[src/rtl/mem_port_arbiter.sv]
// Arbiter between the fetch port and the data port for one single-ported,
// fixed-latency memory. Data has priority, and a starvation counter guarantees fetch progress.
`timescale 1ns/1ps
module mem_port_arbiter #(
    parameter int unsigned MEM_LATENCY  = 2,
    parameter int unsigned STARVE_LIMIT = 4
) (
    input  logic        clk,
    input  logic        rst,
    input  logic        if_req,
    input  logic [31:0] if_addr,
    input  logic        if_kill,
    output logic        if_gnt,
    output logic        if_rvalid,
    output logic [31:0] if_rdata,
    input  logic        d_req,
    input  logic        d_we,
    input  logic [31:0] d_addr,
    input  logic [31:0] d_wdata,
    input  logic [2:0]  d_whb,
    output logic        d_gnt,
    output logic        d_rvalid,
    output logic [31:0] d_rdata,
    output logic        mem_en,
    output logic        mem_we,
    output logic [31:0] mem_addr,
    output logic [31:0] mem_wdata,
    output logic [2:0]  mem_whb,
    input  logic [31:0] mem_rdata,
    output logic        busy
);
    localparam int unsigned LAT_W = 5;
    localparam int unsigned STV_W = 4;
    localparam logic [LAT_W-1:0] LAT_LAST = LAT_W'(MEM_LATENCY + 1);
    localparam logic [STV_W-1:0] STV_MAX  = STV_W'(STARVE_LIMIT);

    localparam logic [1:0] S_IDLE   = 2'd0;
    localparam logic [1:0] S_BUSY_I = 2'd1;
    localparam logic [1:0] S_BUSY_D = 2'd2;

    logic [1:0]       state_q, state_d;
    logic [LAT_W-1:0] lat_q, lat_d;
    logic [STV_W-1:0] starve_q, starve_d;
    logic             kill_q, kill_d;
    logic             mem_en_q, mem_en_d;
    logic             mem_we_q, mem_we_d;
    logic [31:0]      mem_addr_q, mem_addr_d;
    logic [31:0]      mem_wdata_q, mem_wdata_d;
    logic [2:0]       mem_whb_q, mem_whb_d;
    logic             if_rvalid_q, if_rvalid_d;
    logic [31:0]      if_rdata_q, if_rdata_d;
    logic             d_rvalid_q, d_rvalid_d;
    logic [31:0]      d_rdata_q, d_rdata_d;
    logic             if_gnt_c, d_gnt_c;

    // Next-state: arbitration in IDLE, latency count and response capture while busy
    always_comb begin
        state_d     = state_q;
        lat_d       = lat_q;
        starve_d    = starve_q;
        kill_d      = kill_q;
        mem_en_d    = 1'b0;
        mem_we_d    = mem_we_q;
        mem_addr_d  = mem_addr_q;
        mem_wdata_d = mem_wdata_q;
        mem_whb_d   = mem_whb_q;
        if_rvalid_d = 1'b0;
        if_rdata_d  = if_rdata_q;
        d_rvalid_d  = 1'b0;
        d_rdata_d   = d_rdata_q;
        if_gnt_c    = 1'b0;
        d_gnt_c     = 1'b0;

        case (state_q)
            S_IDLE: begin
                if (!rst) begin
                    if (if_req && !if_kill && (!d_req || starve_q == STV_MAX)) begin
                        if_gnt_c = 1'b1;
                    end else if (d_req) begin
                        d_gnt_c = 1'b1;
                    end
                end
                if (if_gnt_c) begin
                    state_d    = S_BUSY_I;
                    lat_d      = LAT_W'(1);
                    kill_d     = 1'b0;
                    starve_d   = '0;
                    mem_en_d   = 1'b1;
                    mem_we_d   = 1'b0;
                    mem_addr_d = if_addr;
                    mem_whb_d  = 3'b010;
                end
                if (d_gnt_c) begin
                    state_d     = S_BUSY_D;
                    lat_d       = LAT_W'(1);
                    mem_en_d    = 1'b1;
                    mem_we_d    = d_we;
                    mem_addr_d  = d_addr;
                    mem_wdata_d = d_wdata;
                    mem_whb_d   = d_whb;
                    if (if_req && starve_q != STV_MAX) begin
                        starve_d = starve_q + STV_W'(1);
                    end
                end
            end
            S_BUSY_I, S_BUSY_D: begin
                if (state_q == S_BUSY_I && if_kill) begin
                    kill_d = 1'b1;
                end
                if (lat_q == LAT_LAST) begin
                    // capture cycle: a kill arriving now still suppresses the response
                    state_d = S_IDLE;
                    lat_d   = '0;
                    kill_d  = 1'b0;
                    if (state_q == S_BUSY_I) begin
                        if_rvalid_d = !(kill_q || if_kill);
                        if (!(kill_q || if_kill)) begin
                            if_rdata_d = mem_rdata;
                        end
                    end else begin
                        d_rvalid_d = 1'b1;
                        d_rdata_d  = mem_we_q ? 32'd0 : mem_rdata;
                    end
                end else begin
                    lat_d = lat_q + LAT_W'(1);
                end
            end
            default: begin
                state_d = S_IDLE;
                lat_d   = '0;
                kill_d  = 1'b0;
            end
        endcase
    end

    always_ff @(posedge clk) begin
        if (rst) begin
            state_q     <= S_IDLE;
            lat_q       <= '0;
            starve_q    <= '0;
            kill_q      <= 1'b0;
            mem_en_q    <= 1'b0;
            mem_we_q    <= 1'b0;
            mem_addr_q  <= '0;
            mem_wdata_q <= '0;
            mem_whb_q   <= '0;
            if_rvalid_q <= 1'b0;
            if_rdata_q  <= '0;
            d_rvalid_q  <= 1'b0;
            d_rdata_q   <= '0;
        end else begin
            state_q     <= state_d;
            lat_q       <= lat_d;
            starve_q    <= starve_d;
            kill_q      <= kill_d;
            mem_en_q    <= mem_en_d;
            mem_we_q    <= mem_we_d;
            mem_addr_q  <= mem_addr_d;
            mem_wdata_q <= mem_wdata_d;
            mem_whb_q   <= mem_whb_d;
            if_rvalid_q <= if_rvalid_d;
            if_rdata_q  <= if_rdata_d;
            d_rvalid_q  <= d_rvalid_d;
            d_rdata_q   <= d_rdata_d;
        end
    end

    assign if_gnt    = if_gnt_c;
    assign d_gnt     = d_gnt_c;
    assign if_rvalid = if_rvalid_q;
    assign if_rdata  = if_rdata_q;
    assign d_rvalid  = d_rvalid_q;
    assign d_rdata   = d_rdata_q;
    assign mem_en    = mem_en_q;
    assign mem_we    = mem_we_q;
    assign mem_addr  = mem_addr_q;
    assign mem_wdata = mem_wdata_q;
    assign mem_whb   = mem_whb_q;
    assign busy      = (state_q != S_IDLE);

endmodule

[config.mk]
export PLATFORM = sky130hd
export DESIGN_NAME = mem_port_arbiter
export DESIGN_NICKNAME = d
export VERILOG_FILES = /design/src/rtl/mem_port_arbiter.sv
export SDC_FILE = /design/constraint.sdc
export NUM_CORES = 1
export LEC_CHECK = 0
export ABC_AREA = 1
export CAP_MARGIN = 25
export CORE_UTILIZATION = 42
export DETAILED_ROUTE_END_ITERATION = 8
export PLACE_DENSITY_LB_ADDON = 0.3
export RECOVER_POWER = 100
export SYNTH_ARGS = -nofsm -noshare
export SYNTH_HDL_FRONTEND = slang
export SYNTH_SLANG_ARGS = --single-unit
export TNS_END_PERCENT = 100
[constraint.sdc]
create_clock -name clk -period 2.2 [get_ports clk]
set_input_delay 0.44 -clock clk [delete_from_list [all_inputs] [get_ports clk]]
set_output_delay 0.44 -clock clk [all_outputs]
set_load 0.01 [all_outputs]
==> Yosys cells after proc, flatten, opt, wreduce, memory -nomap -nowiden <==
Cells that the tools add are included.
{ "totals": {"inputBits": 137, "reg_bits": 147} }
{ "classes": {"muxes": 33, "n_eq_ne": 9, "addsub": 2, "bitwise_logic": 5, "reduce_logical": 22} }
{ "ops": {"columns": ["op", "n"], "rows": [
  ["$mux 32", 3],
  ["$mux 1", 16],
  ["$mux 5", 3],
  ["$mux 4", 3],
  ["$pmux 5 s2", 1],
  ["$reduce_and 2->1", 4],
  ["$mux 2", 3],
  ["$mux 3", 2],
  ["$ne 3x3->1 const B", 2],
  ["$add 5x1->5 const B", 1],
  ["$eq 5x2->1 const B", 1],
  ["$not 1->1", 5],
  ["$add 4x1->4 const B", 1],
  ["$eq 4x3->1 const B", 1],
  ["$logic_and 1x1->1", 4],
  ["$ne 2x2->1 const B", 2],
  ["$ne 4x3->1 const B", 1],
  ["$pmux 2 s2", 1],
  ["$reduce_and 4->1", 1],
  ["$reduce_bool 2->1", 2],
  ["$reduce_or 2->1", 2],
  ["$reduce_or 4->1", 1],
  ["$logic_not 1->1", 3],
  ["$reduce_and 3->1", 1],
  ["other kinds (6)", 7]
]} }

==> Depth between registers and ports, before layout <==
{ "logic_depth": {"ltp_word": 9, "depth_mapped": 11, "mapped_depth_nobuf": 10} }

==> Worst setup path before layout <==
Ideal clock, no wire load.
{ "synth_timing": {"path_type": "reg-to-output", "start": "register starve_q[0]", "end": "output d_gnt", "setup_slack_ns": 0.519, "arrival_ns": 1.241, "path_buffers": 1, "t_required_ns": 1.760, "stages_incl_launch_ff": 9, "path_cell_list": "dfxtp_1 > inv_1 > ha_1 > nand3_2 > nand2_4 > nand2_4 > nand3_4 > inv_4 > buf_6"} }
{ "synth_via": {"elab_chain_cells": 7} }
{ "synth_rtl": {"columns": ["element", "line_no", "text"], "rows": [
  ["start: declaration", "43", "logic [STV_W-1:0] starve_q, starve_d;"],
  ["start signal: assignment", "154", "starve_q <= starve_d;"],
  ["$eq 4x3->1", "77", "if (if_req && !if_kill && (!d_req || starve_q == STV_MAX)) begin"],
  ["$logic_or 1x1->1", "77", null],
  ["$logic_and 1x1->1", "77", null],
  ["$mux 1", "77", null],
  ["$mux 1", "76", "if (!rst) begin"],
  ["$mux 1 (2 in a row)", "74", "case (state_q)"],
  ["end: declaration", "21", "output logic d_gnt,"]
]} }
No other way between the ends. The select of a mux whose other input is x is not followed.

==> Worst setup path in the final report <==
{ "layout_timing": {"start": "input if_req", "end": "output d_gnt"} }
{ "layout_via": {"elab_chain_cells": 6} }
{ "layout_rtl": {"columns": ["element", "line_no", "text"], "rows": [
  ["start: declaration", "10", "input logic if_req,"],
  ["$logic_and 1x1->1 (2 in a row)", "77", null],
  ["$mux 1", "77", null],
  ["$mux 1", "76", null],
  ["$mux 1 (2 in a row)", "74", null]
]} }
No other way between the ends. The select of a mux whose other input is x is not followed.

==> metrics.csv <==
stage;metric;value;unit
outcome;status;complete, no violations;
clock_tree;cts_tree;built;
clock_tree;hold_buffers;0;
hold_path;hp-class;flip-flop to flip-flop;
cells_and_area;layoutNonFillerInstCount;1339;
synth;syn_avg_cell_area;7.13;um2
synth;synthCells;873;
synth;syn_nets;1016;
route;num_vias;6360;
clock_tree;cts.sinks;147;
timing;finalClockSkew;0.00695;ns
timing;period_share;92.2;%
route;routedWlPerCell;13.7;um
cells_and_area;drive_gt1_share;7.01;%
synth;ys_seq_area_share;47.3;%
placement;place_hpwl;12900;um
floorplan;die-area;15300;um2
floorplan;die_y;124;um
worst_setup_path;crit_arrival;1.59;ns
cells_and_area;fillCellCount;1237;
synth;syn-cell-area;6230;um2
timing;drv_slew;0;
cells_and_area;seq_area;2950;um2
floorplan;io_pins;275;
route;first_iter_violations;255;
clock_tree;numCtsBuffers;17;
cells_and_area;layout_common_cells;nand2_1, nor2_1, dfxtp_1;
worst_setup_path;worst-setup-path-type;input port to output pin;
timing;slew_headroom;57.9;%
global_route;grt-ovfl-total;0;
worst_setup_path;crit_required;1.76;ns
floorplan;rows;44;
cells_and_area;syn_to_final_growth;55.5;%
route;via_per_inst;4.75;
clock_tree;root_buffer;clkbuf_16;
power;p_leak;4.56;nW
worst_setup_path;start_kind;input port;
cells_and_area;insertedDiodeCount;0;
global_route;grt_max_degree;60;
timing;rsz0062_at_grt;false;
placement;post-place-cells;1307;
synth;yosysWarnings;0;
floorplan;core_area;14500;um2
placement;place_area;9150;um2
global_route;grt_usage;23.5;%
power;ir_drop;0.518;mV
worst_setup_path;path_max_fanout;2;
floorplan;start_util;43.0;%
placement;portBuffers;274;
clock_tree;cts_buffer_depth;2;
global_route;antenna_found_initial;0;
clock_tree;cts.clk_slew.worst_paths;0.05;ns
timing;fmax;493;MHz
cells_and_area;finish.net_count;1285;
floorplan;dieWidth;124;um
cells_and_area;mostFrequentLayoutCell;nand2_1;
route;totalWireLength;18300;um
clock_tree;clk_latency;0.41;ns
route;detail-route-antenna-nets;0;
route;drc;0;
timing;worstMarginPinSlew;0.632;ns
timing;hold_violations;0;
global_route;grt_pass1_vias;5728;
run;cap_violations;0;
power;power.density;808;nW/um2
timing;fin_crit;2.03;ns
route;drt_pass1_iterations;4;
global_route;grt_pass1_wl;27900;um
clock_tree;cts.htree.levels;4;
clock_tree;post-cts-setup-buffer-count;0;
synth;synth_cell_types;28;
timing;finalSetupViolations;0;
worst_setup_path;worstSetupEndpointType;output pin;
cells_and_area;multi_input_area;2730;um2
synth;synth-seq-cells;147;
cells_and_area;stdcell_area;9680;um2
placement;routabilityCongestion;0.793;
worst paths after layout:
path / from / end / slack (ns) / cells past startpoint
max reg2reg: state_q[0]$_SDFFE_PP0P_ / if_rdata[9]$_SDFFE_PP0P_ / 0.26 / 8
max: if_req / d_gnt / 0.17 / 8
min: kill_q$_SDFFE_PP0P_ / kill_q$_SDFFE_PP0P_ / 0.46 / 2
min reg2reg: kill_q$_SDFFE_PP0P_ / kill_q$_SDFFE_PP0P_ / 0.46 / 2
power breakdown:
part	internal, W	total [W]	leakage (nW)	switching (W)
clock	0.00182	0.00291	0.300	0.00109
combinational	0.000877	0.00185	3.06	0.000970
sequential	0.00293	0.00307	1.19	0.000139
total	0.00563	0.00783	4.56	0.00220
stage by stage:
stage | worst slack, ns | setup TNS, ns | hold WS, ns | utilization (%) | total power (W)
after floorplan | 0.519 | 0 | 0.432 | - | 0.00417
after global placement | -0.138 | -0.274 | 0.443 | 63.2 | 0.00509
after detailed placement | -0.145 | -0.894 | 0.448 | 63.2 | 0.00513
after CTS | 0.0566 | 0 | 0.456 | 67.3 | 0.00803
after global routing | 0.0479 | 0 | 0.466 | 66.9 | 0.00828
final | 0.172 | 0 | 0.455 | 66.9 | 0.00783
worst max-delay path, stage by stage:
cell and delay, ns:
clkdlybuf4s50_1 0.48, inv_1 0.06, nor2_2 0.09, buf_4 0.15, nand2_4 0.06, nand3_4 0.07, clkinvlp_2 0.11, clkbuf_2 0.13
cell families (layout without fill, tap and decap cells):
family | after synthesis | in the layout | synth area share [%]
buffers and inverters | 107 | 389 | 8.62
adder cells (fa/ha/maj) | 6 | 6 | 1.21
flip-flops | 147 | 147 | 47.3
AND/OR/NAND/NOR | 498 | 498 | 33.5
XOR/XNOR | 3 | 3 | 0.422
AO/OA/AOI/OAI | 112 | 112 | 9.00
area by class of cell:
cell class | count | area share, %
tap | 184 | 2.38
multi-input combinational | 619 | 28.2
clock buffer | 24 | 5.18
sequential | 147 | 30.4
clock inverter | 8 | 1.01
timing repair buffer | 305 | 30.7
inverter | 52 | 2.07
state kept, by name, indices dropped and copies added (netlist names), 2 cells and up:
register	cells
starve_q	4
if_rdata	32
lat_q	5
mem_addr	32
d_rdata	32
mem_wdata	32
mem_whb	3
state_q	2
synthesized netlist by cell type:
library cell | count | area, um2
ha_1 | 6 | 75.1
clkinv_2 | 1 | 5.00
buf_2 | 21 | 105
or2_2 | 2 | 12.5
nand4_1 | 5 | 31.3
inv_1 | 46 | 173
inv_4 | 2 | 12.5
buf_4 | 1 | 7.51
clkbuf_2 | 1 | 5.00
clkbuf_1 | 18 | 67.6
o21ai_0 | 55 | 275
o21ai_1 | 14 | 70.1
buf_1 | 1 | 3.75
nand3_1 | 75 | 375
nand3_4 | 3 | 52.6
nor2_2 | 2 | 12.5
nor3_4 | 1 | 16.3
nor3b_4 | 1 | 18.8
nand3_2 | 1 | 10.0
nor2_1 | 145 | 544
xor2_1 | 3 | 26.3
nand2_2 | 4 | 25.0
nand2_4 | 2 | 22.5
a21oi_1 | 43 | 215
buf_6 | 13 | 146
inv_2 | 3 | 11.3
nand2_1 | 257 | 965
dfxtp_1 | 147 | 2940
what timing repair did:
| item | CTS | global route |
|---|---|---|
| pin swaps | 0 | 0 |
| resized for setup | 5 | 4 |
| endpoints found under the setup margin | 3 | 2 |
per-layer routing:
metal / wire length [um] / global-route usage, % / vias up
li1: - / - / 3293
met1: 7510 / 27.1 / 2852
met2: 8830 / 39.8 / 194
met3: 1690 / 8.24 / 21
met4: 312 / 8.66 / 0
met5: 0 / 0 / -
No activity file was read; power rests on OpenSTA's default activity.
